File: src/rtl/hicore_lsu_dtcm_align.sv
// LSU-to-DTCM alignment shim: word-aligns ICB commands, builds byte masks and replicated store data,
// and formats read responses in command order using a small in-order tracking FIFO.
module hicore_lsu_dtcm_align #(
  parameter int AW      = 32,
  parameter int DW      = 32,
  parameter int OUTSTND = 2
) (
  input  logic          clk,
  input  logic          rst,
  input  logic          lsu_cmd_valid,
  output logic          lsu_cmd_ready,
  input  logic          lsu_cmd_read,
  input  logic [AW-1:0] lsu_cmd_addr,
  input  logic [1:0]    lsu_cmd_size,
  input  logic          lsu_cmd_usign,
  input  logic [DW-1:0] lsu_cmd_wdata,
  output logic          lsu_rsp_valid,
  input  logic          lsu_rsp_ready,
  output logic          lsu_rsp_err,
  output logic [DW-1:0] lsu_rsp_rdata,
  output logic          mem_icb_cmd_valid,
  input  logic          mem_icb_cmd_ready,
  output logic          mem_icb_cmd_read,
  output logic [AW-1:0] mem_icb_cmd_addr,
  output logic [DW-1:0] mem_icb_cmd_wdata,
  output logic [3:0]    mem_icb_cmd_wmask,
  input  logic          mem_icb_rsp_valid,
  output logic          mem_icb_rsp_ready,
  input  logic          mem_icb_rsp_err,
  input  logic [DW-1:0] mem_icb_rsp_rdata
);

  localparam int PW = (OUTSTND > 1) ? $clog2(OUTSTND) : 1;
  localparam int CW = $clog2(OUTSTND + 1);

  typedef struct packed {
    logic       mis;
    logic       read;
    logic [1:0] size;
    logic       usign;
    logic [1:0] ofs;
  } ent_t;

  ent_t          fifo [OUTSTND];
  ent_t          head;
  logic [PW-1:0] wr_ptr, rd_ptr;
  logic [CW-1:0] count;
  logic          mis, full, empty, push, pop;
  logic [DW-1:0] shifted, ext;

  assign mis = (lsu_cmd_size == 2'd3)
             | ((lsu_cmd_size == 2'd1) & lsu_cmd_addr[0])
             | ((lsu_cmd_size == 2'd2) & (lsu_cmd_addr[1:0] != 2'b00));

  assign full  = (count == CW'(OUTSTND));
  assign empty = (count == '0);

  // Ready deliberately ignores a same-cycle pop so there is no rsp_ready -> cmd_ready path.
  assign mem_icb_cmd_valid = ~rst & lsu_cmd_valid & ~full & ~mis;
  assign lsu_cmd_ready     = ~rst & ~full & (mis | mem_icb_cmd_ready);
  assign mem_icb_cmd_read  = lsu_cmd_read;
  assign mem_icb_cmd_addr  = {lsu_cmd_addr[AW-1:2], 2'b00};

  always_comb begin
    case (lsu_cmd_size)
      2'd0:    mem_icb_cmd_wdata = {4{lsu_cmd_wdata[7:0]}};
      2'd1:    mem_icb_cmd_wdata = {2{lsu_cmd_wdata[15:0]}};
      default: mem_icb_cmd_wdata = lsu_cmd_wdata;
    endcase
  end

  always_comb begin
    mem_icb_cmd_wmask = 4'hF;
    if (!lsu_cmd_read) begin
      case (lsu_cmd_size)
        2'd0:    mem_icb_cmd_wmask = 4'b0001 << lsu_cmd_addr[1:0];
        2'd1:    mem_icb_cmd_wmask = 4'b0011 << {lsu_cmd_addr[1], 1'b0};
        default: mem_icb_cmd_wmask = 4'hF;
      endcase
    end
  end

  assign push = lsu_cmd_valid & lsu_cmd_ready;
  assign pop  = lsu_rsp_valid & lsu_rsp_ready;
  assign head = fifo[rd_ptr];

  always_ff @(posedge clk) begin
    if (push)
      fifo[wr_ptr] <= '{mis: mis, read: lsu_cmd_read, size: lsu_cmd_size,
                        usign: lsu_cmd_usign, ofs: lsu_cmd_addr[1:0]};
  end

  always_ff @(posedge clk or posedge rst) begin
    if (rst) begin
      wr_ptr <= '0;
      rd_ptr <= '0;
      count  <= '0;
    end else begin
      if (push)
        wr_ptr <= (wr_ptr == PW'(OUTSTND - 1)) ? '0 : wr_ptr + PW'(1);
      if (pop)
        rd_ptr <= (rd_ptr == PW'(OUTSTND - 1)) ? '0 : rd_ptr + PW'(1);
      case ({push, pop})
        2'b10:   count <= count + CW'(1);
        2'b01:   count <= count - CW'(1);
        default: count <= count;
      endcase
    end
  end

  assign shifted = mem_icb_rsp_rdata >> {head.ofs, 3'b000};

  always_comb begin
    case (head.size)
      2'd0:    ext = head.usign ? {{(DW-8){1'b0}}, shifted[7:0]}
                                : {{(DW-8){shifted[7]}}, shifted[7:0]};
      2'd1:    ext = head.usign ? {{(DW-16){1'b0}}, shifted[15:0]}
                                : {{(DW-16){shifted[15]}}, shifted[15:0]};
      default: ext = mem_icb_rsp_rdata;
    endcase
  end

  // Misaligned entries answer locally; the DTCM never saw them, so its response channel is untouched.
  always_comb begin
    lsu_rsp_valid     = 1'b0;
    lsu_rsp_err       = 1'b0;
    lsu_rsp_rdata     = '0;
    mem_icb_rsp_ready = 1'b0;
    if (!empty) begin
      if (head.mis) begin
        lsu_rsp_valid = 1'b1;
        lsu_rsp_err   = 1'b1;
      end else begin
        lsu_rsp_valid     = mem_icb_rsp_valid;
        lsu_rsp_err       = mem_icb_rsp_err;
        mem_icb_rsp_ready = lsu_rsp_ready;
        if (head.read && !mem_icb_rsp_err)
          lsu_rsp_rdata = ext;
      end
    end
  end

endmodule

File: config.mk
export PLATFORM = sky130hd
export DESIGN_NAME = hicore_lsu_dtcm_align
export DESIGN_NICKNAME = d
export VERILOG_FILES = /design/src/rtl/hicore_lsu_dtcm_align.sv
export SDC_FILE = /design/constraint.sdc
export NUM_CORES = 1
export LEC_CHECK = 0
export ABC_AREA = 1
export CAP_MARGIN = 40
export CORE_MARGIN = 3
export CORE_UTILIZATION = 37
export CTS_CLUSTER_SIZE = 25
export DETAILED_ROUTE_END_ITERATION = 10
export PLACE_DENSITY = 0.89
export SKIP_CTS_REPAIR_TIMING = 1
export SYNTH_ARGS = -nofsm -noshare
export SYNTH_HDL_FRONTEND = slang
export SYNTH_SLANG_ARGS = --single-unit
File: constraint.sdc
create_clock -name clk -period 3.7 [get_ports clk]
set_input_delay 1.11 -clock clk [delete_from_list [all_inputs] [get_ports clk]]
set_output_delay 1.11 -clock clk [all_outputs]
set_load 0.03 [all_outputs]
---- After elaboration in Yosys (flattened, before gate mapping) ----
Memory sizes are Yosys's and may differ from the RTL's.
Cells that the tools add are included.
word-level totals
  word-level logic and storage cells ...... 60
  bits in latches ......................... 0
  memories ................................ 1
  output and inout bits ................... 106
  memory bits (read-only) ................. 0
  bits of input ports ..................... 107
  flip-flop bits (word level) ............. 4
  bits in writable memories ............... 14
memory list
  memory  depth  bits a word  read ports  clocked after Yosys merged registers in  wr ports  RTL line  RTL
  fifo    2      7            1           0                                        1         44        ent_t fifo [OUTSTND];
cells by class
  multiply operators ...................... 0
  equality and inequality tests ........... 7
  bitwise logic cells ..................... 15
  mux-type cells .......................... 20
  add/sub/neg operators ................... 4
  divide/modulo/power cells ............... 0
  magnitude comparators ................... 0
  reduce and logical (&&, ||, !) cells .... 7
  shifts and indexed selects .............. 3
operators with widths
  kind                                              number
  two-way mux 32 bit                                5
  one-hot mux 32 bit (2 select lines)               2
  >> shifter 32 x 5 -> 16 bit                       1
  two-way mux 1 bit                                 10
  AND 1 bit                                         9
  == test 2 bit, second input constant              4
  one-hot mux 4 bit (2 select lines)                1
  == test 2 x 1 -> 1 bit, second input constant     3
  logical NOT 2 bit                                 3
  two-way mux 4 bit                                 1
  one-hot mux 2 bit (2 select lines)                1
  nonzero test 2 bit                                2
  << shifter 1 x 2 -> 4 bit, first input constant   1
  << shifter 2 x 2 -> 4 bit, first input constant   1
  inverter 1 bit                                    3
  bitwise OR 1 bit                                  3
  adder 1 bit, second input constant                2
  adder 2 x 1 -> 2 bit, second input constant       1
  subtractor 2 x 1 -> 2 bit, second input constant  1
  logical AND 1 bit                                 1
  logical NOT 1 bit                                 1

---- Depth between registers and ports, before layout ----
Gate-level depths: netlist (run 1).
  word-level depth ........................ 9
  depth in mapped cells ................... 11
  gate-level depth less buffers ........... 11

---- Worst setup path before layout (run 1) ----
OpenSTA, ideal clock, no wires.
  path type ............................... input -> output
  start ................................... input port lsu_cmd_size[1]
  end ..................................... output port mem_icb_cmd_wdata[10]
  path buffers ............................ 2
  data arrival time ....................... 2269 ps
  stages on the path ...................... 4
  setup slack ............................. 321 ps
  required time ........................... 2590 ps
  path through ............................ buf_2 > nor2_1 > clkbuf_1 > o21ai_0
on the way
  cells in the longest elaborated chain, start to end .. 2
  elaborated cells on any way between the ends .. 3
  those cells by class .................... eq/ne: 1; mux: 1; reduce/logical: 1
ends and longest elaborated chain
  what                                                                RTL line  RTL
  start: declaration                                                  14        input logic [1:0] lsu_cmd_size,
  == test 2 x 1 -> 1 bit / logical NOT 2 bit (equally long branches)  65        case (lsu_cmd_size)
  one-hot mux 32 bit (2 select lines) (*)                             65
  end: declaration                                                    25        output logic [DW-1:0] mem_icb_cmd_wdata,
Mark *: on every way between the ends. The rest lies on a longest branch, timed or not.

---- Final worst setup path (run 1) ----
  start ................................... input port mem_icb_rsp_rdata[31]
  end ..................................... output port lsu_rsp_rdata[16]
on the way
  cells in the longest elaborated chain, start to end .. 6
  elaborated cells on any way between the ends .. 7
  those cells by class .................... shift: 1; mux: 6
ends and longest elaborated chain
  what                                          RTL line  RTL
  start: declaration                            30        input logic [DW-1:0] mem_icb_rsp_rdata
  >> shifter 32 x 5 -> 16 bit (*)               111       assign shifted = mem_icb_rsp_rdata >> {head.ofs, 3'b000};
  two-way mux 32 bit, on equally long branches  117, 115
  one-hot mux 32 bit (2 select lines) (*)       114       case (head.size)
  two-way mux 32 bit (*)                        137       if (head.read && !mem_icb_rsp_err)
  two-way mux 32 bit (*)                        130       if (head.mis) begin
  two-way mux 32 bit (*)                        129       if (!empty) begin
  end: declaration                              20        output logic [DW-1:0] lsu_rsp_rdata,
Marks and branches as above.

==> results of run 1 <==
[path summary, 6_finish.rpt]
check	startpoint	endpoint	slack, ps	cells after the start
worst min register to register	count[1]	count[1]	520	1
worst max register to register	rd_ptr	count[1]	1770	11
worst min-delay path	count[1]	count[1]	520	1
worst max-delay path	mem_icb_rsp_rdata[31]	lsu_rsp_rdata[16]	80	8
max in group asynchronous	rst	rd_ptr	2460	2
min in group asynchronous	rst	count[0]	1070	2
[power breakdown]
group	internal, uW	leakage (uW)	total, uW	switching (uW)
Combinational	554	0.00189	1520	962
Clock	76.2	0.0000228	135	59.0
Sequential	260	0.000173	290	30.2
Total	890	0.00209	1940	1050
[cells in the final DEF, fill, tap and decap left out, drive strengths merged]
cell type / instances
nand2: 149
and3: 1
ha: 1
inv: 67
dlymetal6s2s: 1
a22o: 1
xor2: 1
edfxtp: 14
dfrtp: 4
conb: 2
o21ai: 31
clkdlybuf4s50: 87
nor2: 46
a21oi: 27
buf: 76
o211ai: 9
nand3: 41
xnor2: 2
clkbuf: 4
[metal layers]
| layer | track usage | wire (microns) | vias to the layer above |
|---|---|---|---|
| met5 | 0 | 0 | - |
| met4 | 0.06533 | 184 | 0 |
| met3 | 0.06877 | 1019 | 22 |
| met2 | 0.4114 | 4965 | 202 |
| met1 | 0.2059 | 3195 | 1466 |
| li1 | - | - | 1601 |
[registers in the layout, indices dropped and copies added, names as in the netlist]
| name | flops |
|---|---|
| count | 2 |
| fifo | 14 |
| rd_ptr | 1 |
| wr_ptr | 1 |
[per-stage QoR]
step             util  worst slack, ps  power (uW)
2_1_floorplan       -            321.0        1417
4_1_cts        0.5811            11.10        1928
5_1_grt        0.5849           -1.200        2099
3_5_place_dp   0.5746            12.91        1789
6_report       0.5849            84.81        1941
3_3_place_gp   0.5746            65.30        1750
[layout make-up]
cell class	instances	area [sq um]
fill	635	2883
timing repair buffer	164	1592
multi-input combinational	311	1530
sequential	18	520.5
inverter	67	254.0
tap	96	120.1
clock buffer	4	45.04
[cells by family after synthesis]
| logic type | after synthesis |
|---|---|
| other cells | 1 |
| buf+inv | 126 |
| fa+ha+maj | 1 |
| flops | 18 |
| simple gates | 236 |
| xor+xnor | 3 |
| compound gates | 68 |
[worst max-delay path: cells and delay by family]
family          cells  cell delay (ps)
buf+inv             3              720
simple gates        4              500
compound gates      1              180
==> metrics.txt, run 1 <==
status=completed; Unique masters post-synth=31; Critical Path End Type=output pin; Post-Synthesis Cells=~450; RePlAce Congestion=roughly 0.9; wire length of the first global-routing pass=14380 microns; EDFF count, synth=14; number of diodes=0; post-synthesis mux area share=0; largest net degree at the start of global routing=32; slowest stage delay, CP=510 ps; Synth Area in XOR/XNOR=0.009754; syn_area_per_cell=~6 sq um; Synth area leader=nand2_1; slew at the pin with the worst max-slew slack=roughly 630 ps; ANT nets after route=0; top-count cell post-synth=nand2_1; main combinational cell family by area after synthesis=simple AND/OR/NAND/NOR gates; CTS tree=built; Cell Pwr Density=roughly 480 mW/mm^2; worst-case clock buffer depth=2; clock period minus worst slack=between 3000 and 4000 ps; Cell Chain, Critical Path=clkdlybuf4s50_1, nand3_1, a21oi_2, nand3_2, nand3_4, nand2_1, inv_1, buf_12; Synth Area in Adders=0.004645; Fin. Hold Viols=0; Final Net Count=about 670; share of the synthesized area in the top cell type=0.1770; total gr overflow=0; IO Count=between 200 and 250; post-placement cell count=roughly 660; Layout Cells excl Fill=660; Synth async-reset ratio=0.2222; detailed placement HPWL=just under 8000 microns; Area contributors post-synth=nand2_1 18%, edfxtp_1 16%, buf_4 12%; layout cells sized above 1=0.2305; H-tree levels=1; clock buffers created by TritonCTS=3; FMAX=between 200 and 300 MHz; Post-Route WL=9364 microns; peak supply drop=around 0.19 mV; YS warnings=0; DIE HEIGHT=just over 90 microns; vias per cell=4.986; worst skew pair latency=roughly 250 ps; die area=0.008340 sq mm; area growth from synthesis to layout=50.77%; critical path's slowest cell=clkdlybuf4s50_1; Worst EP arrival=~2500 ps; post-synthesis sequential area ratio=0.1932; initial antenna violation count=0; Main synth FF type=edfxtp_1; IO buf count=150; Rows=30; fin area=between 0.004 and 0.005 sq mm; RSZ-0062 raised after global routing=true; commonest cells in the synthesized netlist=127 x nand2_1, 50 x inv_1, 43 x buf_4, 43 x nor2_1, 35 x nand3_1; Finish-stage setup viols=0; Placed Area=approximately 0.004 sq mm; static leakage=around 0.0021 uW; CORE AREA=0.006944 sq mm; Pins Over Slew Limit=0; clock-pin slew on the worst setup and hold paths=approximately 60 ps; Final period util=0.9771; Die Wd=about 91 microns; type of the tightest min-delay check=register to register; first-pass iteration count of the detailed router=4; #FFs+latches synth=18; detailed-route DRC error count=0; CP Launch Type=input port; Critical Path RT=approximately 2600 ps; Max Cap Viol=0; Synth Cell Area=roughly 0.0027 sq mm; setup total negative slack=0 ps; Compound-Gate Fraction of Synth Area=0.1417; Post-Synth Simple-Gate Area=0.4013; skew final=2.059 ps; GR Util All Layers=0.2104; Starting Density=0.3879; clock root buffer=clkbuf_8; vias in the first global route=3086; Vias=approximately 3300; worst-path fanout max=8; WL per Instance=~14 microns; clk sinks=18; Max-slew headroom=0.5767; Hold WS=just over 500 ps; DRT iter0 DRCs=just under 90; Setup CP Type=input port to output pin
No activity file was read; power rests on OpenSTA's default activity.
==> run 2: changes to the inputs <==
- ABC_CLOCK_PERIOD_IN_PS: default -> 3410
- CORE_UTILIZATION: 37 -> 34
- PLACE_DENSITY: 0.89 -> 0.82
- clock period: 3.7 -> 3.41 ns (I/O delays scaled with it)
==> run 2 against run 1 <==
Wire length up 0.27%. Largest power group unchanged. Non-clock buffer count up 4. First-iteration DRC count up 48%. Critical endpoint is now lsu_rsp_rdata[27]. Clock skew up 1.2 ps. Worst hold slack worse by 4.1 ps. Power up 11%. Sequential power up 8.3%. Register-to-register slack worse by 200 ps. Combinational power up 9.9%.
==> metrics.txt, run 2 (same netlist as run 1, synthesis figures left out) <==
status=completed; CORE AREA=0.007486 sq mm (+7.8%); detailed placement HPWL=7602 microns (-2.4%); Starting Density=0.3599 (-0.02808); Cell Chain, Critical Path=clkdlybuf4s50_1, nor2_1, nand2_2, buf_4, a21oi_1, nand2_2, inv_2, buf_4; Fin. Hold Viols=0 (unchanged); Seq pwr share=0.146 (-0.004); Layout Cells excl Fill=667 (+1.1%); Critical Path RT=2390 ps (-200 ps); Max Cap Viol=0 (unchanged); Final period util=0.9891; IO buf count=150 (unchanged); Top Registers=fifo x14, count x2; clock period minus worst slack=3373 ps; most common cell after layout, fill and taps aside=nand2_1; Reg2Reg Depth=11 (unchanged); initial antenna violation count=0 (unchanged); worst skew pair latency=250 ps (about the same); worst-path fanout max=16 (+8); GRT met1 Usage=0.1947 (-0.01122); vias per cell=4.958 (-0.57%); FMAX=a little under 300 MHz; Die Wd=95.01 microns (+4.0%); Hold Crit Depth=1 (unchanged); Sw Pwr=1169 uW (+11%); area growth from synthesis to layout=52.44%; fin area=0.004106 sq mm (+1.1%); Finish-stage setup viols=0 (unchanged); peak supply drop=0.2338 mV (+23%); Critical Path End Type=output pin; WL per Instance=14.08 microns (-0.79%); reg2reg end=count[1]; Vias=3307 (+0.49%); number of diodes=0 (unchanged); met3 Track Usage GR=0.06472 (-0.004046); GR peak layer=met2; most frequent cells in the layout=126 x nand2_1, 81 x clkdlybuf4s50_1, 73 x buf_4; CP Launch Type=input port; wire length of the first global-routing pass=14110 microns (-1.9%); clock-pin slew on the worst setup and hold paths=60 ps (about the same); vias in the first global route=3130 (+1.4%); CP startpoint=mem_icb_rsp_err; IO Count=213 (unchanged); first-pass iteration count of the detailed router=7 (+3); Cell Pwr Density=524.1 mW/mm^2 (+9.6%); static leakage=0.002142 uW (+2.7%); GR Util All Layers=0.1942 (-0.01615); worst-case clock buffer depth=2 (unchanged); Pins Over Slew Limit=0 (unchanged); DIE HEIGHT=95.01 microns (+4.0%); Final Net Count=677 (+0.59%); max FFs per register=14 (unchanged); Rows=31 (+3.3%); min-delay src=count[1]; total gr overflow=0 (unchanged); post-placement cell count=662 (+1.1%); layout cells sized above 1=0.2500 (+0.01950); Clock power frac=0.079 (+0.009); Int Power=982.9 uW (+10%); largest net degree at the start of global routing=32 (unchanged); clk sinks=18 (unchanged); Logic pwr share=0.775 (-0.006); clock buffers created by TritonCTS=3 (unchanged); switching share of total power=0.5433 (+0.001699); M2 GR Usage=0.3823 (-0.02914); die area=0.009027 sq mm (+8.2%); Worst EP arrival=2350 ps (-160 ps); Placed Area=0.003981 sq mm (-0.22%); largest register by flop count=fifo; critical path's slowest cell=clkdlybuf4s50_1; Fillers=745 (+17%); H-tree levels=1 (unchanged); type of the tightest min-delay check=register to register; skew final=3.286 ps (+1.226 ps); RePlAce Congestion=0.8307 (-7.1%); clock root buffer=clkbuf_8; Post-Route WL=9389 microns (+0.27%); ANT nets after route=0 (unchanged); Setup CP Type=input port to output pin; RSZ-0062 raised after global routing=true; detailed-route DRC error count=0 (unchanged); CTS tree=built; r2r startpoint=rd_ptr; reg2reg setup slack=1570 ps (-200 ps); WHS Endpoint=count[1]; slowest stage delay, CP=420 ps (-90 ps); DRT iter0 DRCs=130 (+48%)
## run 2: cell types whose count changed in the layout (fill, tap and decap cells not counted), moves of 2 or more
cell	change
a21oi_2	+2
buf_4	+8
clkdlybuf4s50_1	-6
buf_12	-3
dlymetal6s2s_1	+4
a21oi_1	-2
## run 2: critical path, delay by kind of cell
family / cells / cell delay [ps]
buffers and inverters: 4 / 810
AND/OR/NAND/NOR: 3 / 310
AO/OA/AOI/OAI: 1 / 190
## run 2: stage by stage
step | total power, uW | setup TNS (ps) | setup slack (ps) | hold slack, ps | util
global route | 2318 | -24.13 | -12.42 | 548.4 | 0.5486
finish | 2152 | 0 | 37.12 | 511.7 | 0.5486
floorplan | 1537 | 0 | 205.0 | 468.7 | -
detailed placement | 1941 | -763.4 | -67.42 | 501.6 | 0.5318
CTS | 2114 | -926.8 | -78.68 | 511.6 | 0.5392
global placement | 1902 | -89.16 | -51.39 | 485.1 | 0.5318
## run 2: power by group through the flow
stage / clock network, uW / logic [uW] / registers [uW]
after global placement: 0 / 1590 / 316
after floorplan: 0 / 1230 / 311
final: 171 / 1670 / 314
after detailed placement: 0 / 1620 / 319
after global routing: 185 / 1810 / 321
after CTS: 175 / 1630 / 314
## run 2: final cells by class
type,instances,area (sq um),area share
clock buffers,4,55.05,0.01341
inverters,67,259.0,0.06307
multi-input cells,311,1555,0.3787
flip-flops and latches,18,520.5,0.1268
well taps,99,123.9,0.03016
repair buffers,168,1593,0.3879
## run 2: metal layers
metal	vias up	wire [microns]
met2	205	4818
li1	1613	-
met4	0	164
met3	15	1172
met1	1474	3233
met5	-	0
## run 2: worst max-delay path by stage
stage | to | slack, ps | depth (start not counted)
global placement | mem_icb_cmd_wdata[31] | -50 | 4
global route | lsu_rsp_rdata[27] | -10 | 8
CTS | lsu_rsp_rdata[16] | -80 | 8
floorplan | mem_icb_cmd_wdata[10] | 210 | 4
finish | lsu_rsp_rdata[27] | 40 | 8
detailed placement | lsu_rsp_rdata[16] | -70 | 8
==> run 3: changes to the inputs <==
- CORE_AREA: default -> 3 3 82 84
- CORE_MARGIN: 3 -> default
- CORE_UTILIZATION: 34 -> default
- CTS_CLUSTER_SIZE: 25 -> default
- DIE_AREA: default -> 0 0 85 87
- DONT_BUFFER_PORTS: default -> 1
- PLACE_DENSITY: 0.82 -> default
==> run 3 against run 2 <==
Die area is 18% lower. Clock-buffer cell count is the same. Global-route usage up 4.0 points. Via count shrank 15%. Core utilization decreased by 8.6 points. Non-clock buffer count is 123 lower. Wire length is 3.1% lower. Flip-flop and latch count unchanged. Sequential power is 3% higher. Clock skew about the same. Cell count down 22%. Sequential share of layout area rose by 6.2 points. Largest power group unchanged.
==> metrics.txt, run 3 (same netlist as run 1, synthesis figures left out) <==
FMAX=314.1 MHz (+5.9%); Rows=28 (-9.7%); Critical Path End Type=output pin; type of the tightest min-delay check=register to register; detailed-route DRC error count=0 (unchanged); detailed placement HPWL=7411 microns (-2.5%); Post-Route WL=9099 microns (-3.1%); ANT nets after route=0 (unchanged); Critical Path RT=2390 ps (about the same); total gr overflow=0 (unchanged); WL per Instance=17.53 microns (+25%); Hold Crit Depth=1 (unchanged); footprint of the multi-input gates=0.001509 sq mm (-3.0%); RSZ-0062 raised after global routing=false; Max-slew headroom=0.5057; Worst EP arrival=2160 ps (-190 ps); DRT iter0 DRCs=172 (+32%); Die Wd=85 microns (-11%); RePlAce Congestion=0.8775 (+5.6%); most common cell after layout, fill and taps aside=nand2_1; Top Registers=fifo x14, count x2; setup total negative slack=0 ps (unchanged); clock root buffer=clkbuf_8; clock buffers created by TritonCTS=3 (unchanged); worst-path fanout max=24 (+8); area growth from synthesis to layout=2.880%; Finish-stage setup viols=0 (unchanged); Starting Density=0.4497 (+0.08981); Cell Pwr Density=676.7 mW/mm^2 (+29%); CORE AREA=0.005991 sq mm (-20%); min-delay src=count[1]; Final period util=0.9337 (-0.05543); number of diodes=0 (unchanged); skew final=3.753 ps (+0.4672 ps); static leakage=0.001526 uW (-29%); H-tree levels=1 (unchanged); vias per cell=5.385 (+8.6%); Final Net Count=553 (-18%); initial antenna violation count=0 (unchanged); slew at the pin with the worst max-slew slack=738.7 ps; vias in the first global route=2530 (-19%); CP startpoint=rd_ptr; r2r startpoint=rd_ptr; Reg2Reg Depth=11 (unchanged); status=completed; Fin. Hold Viols=0 (unchanged); wire length of the first global-routing pass=13630 microns (-3.4%); max FFs per register=14 (unchanged); clock-pin slew on the worst setup and hold paths=70 ps (about the same); worst-case clock buffer depth=2 (unchanged); Vias=2795 (-15%); Fillers=615 (-17%); clock period minus worst slack=3184 ps (-189.0 ps); die area=0.007395 sq mm (-18%); peak supply drop=0.3680 mV (+57%); Setup CP Type=register to output pin; first-pass iteration count of the detailed router=5 (-2); GR Util All Layers=0.2341 (+0.03986); CTS tree=built; CP Launch Type=register; Pins Over Slew Limit=0 (unchanged); clk sinks=18 (unchanged); Final Util=0.4626 (-0.08594); most frequent cells in the layout=127 x nand2_1, 50 x inv_1, 45 x buf_4; Final Power=1875 uW (-13%); Max Cap Viol=0 (unchanged); layout cells sized above 1=0.2230 (-0.02703); FF/Latch Area=521.8 sq um (+0.24%); largest net degree at the start of global routing=40 (+25%); largest register by flop count=fifo; worst skew pair latency=250 ps (about the same); DIE HEIGHT=87 microns (-8.4%); IO Count=213 (unchanged); IO buf count=0 (-100%)
[run 3: where the power goes]
part	leakage, uW	switching (uW)	internal [uW]
Clock	0.0000288	70.4	103
Combinational	0.00133	968	411
Sequential	0.000172	40.0	284
Total	0.00153	1080	797
[run 3: per-stage QoR]
| step | std cells | setup slack, ps | hold slack, ps | instance area (sq um) |
|---|---|---|---|---|
| after CTS | 516 | 125.2 | 519.1 | 2745 |
| final | 519 | 226.2 | 520.1 | 2771 |
| after detailed placement | 512 | 388.2 | 506.4 | 2690 |
| after global placement | 512 | 410.4 | 489.0 | 2690 |
| after floorplan | 454 | 205.0 | 468.7 | 2698 |
| after global routing | 519 | 55.43 | 526.8 | 2771 |
[run 3: worst paths after layout]
check                                         end  slack, ps
worst min-delay path                     count[1]        520
worst min register to register           count[1]        520
max in group asynchronous                  rd_ptr       2630
worst max-delay path            lsu_rsp_rdata[31]        230
min in group asynchronous                  rd_ptr        560
worst max register to register           count[1]       1310
[run 3: layout make-up]
type                       instances  area share
inverter                          67     0.09165
clock buffer                       4     0.01986
multi-input combinational        310      0.5445
tap                               75     0.03386
sequential                        18      0.1883
timing repair buffer              45      0.1219
[run 3: routing by layer]
layer / global-route usage / vias to the layer above / share of wire
li1: - / 1352 / -
met1: 0.3088 / 1234 / 0.40
met2: 0.3552 / 187 / 0.45
met3: 0.08609 / 22 / 0.13
met4: 0.07338 / 0 / 0.023
met5: 0 / - / 0
[run 3: worst max-delay path: stages (launching register included)]
cell and delay, ps:
dfrtp_2 470, inv_2 170, nand2_2 120, nand2_4 240, nand2_1 110, nand3_2 100
nand3_4 90, nand3_4 250, nand2_1 120, inv_1 230
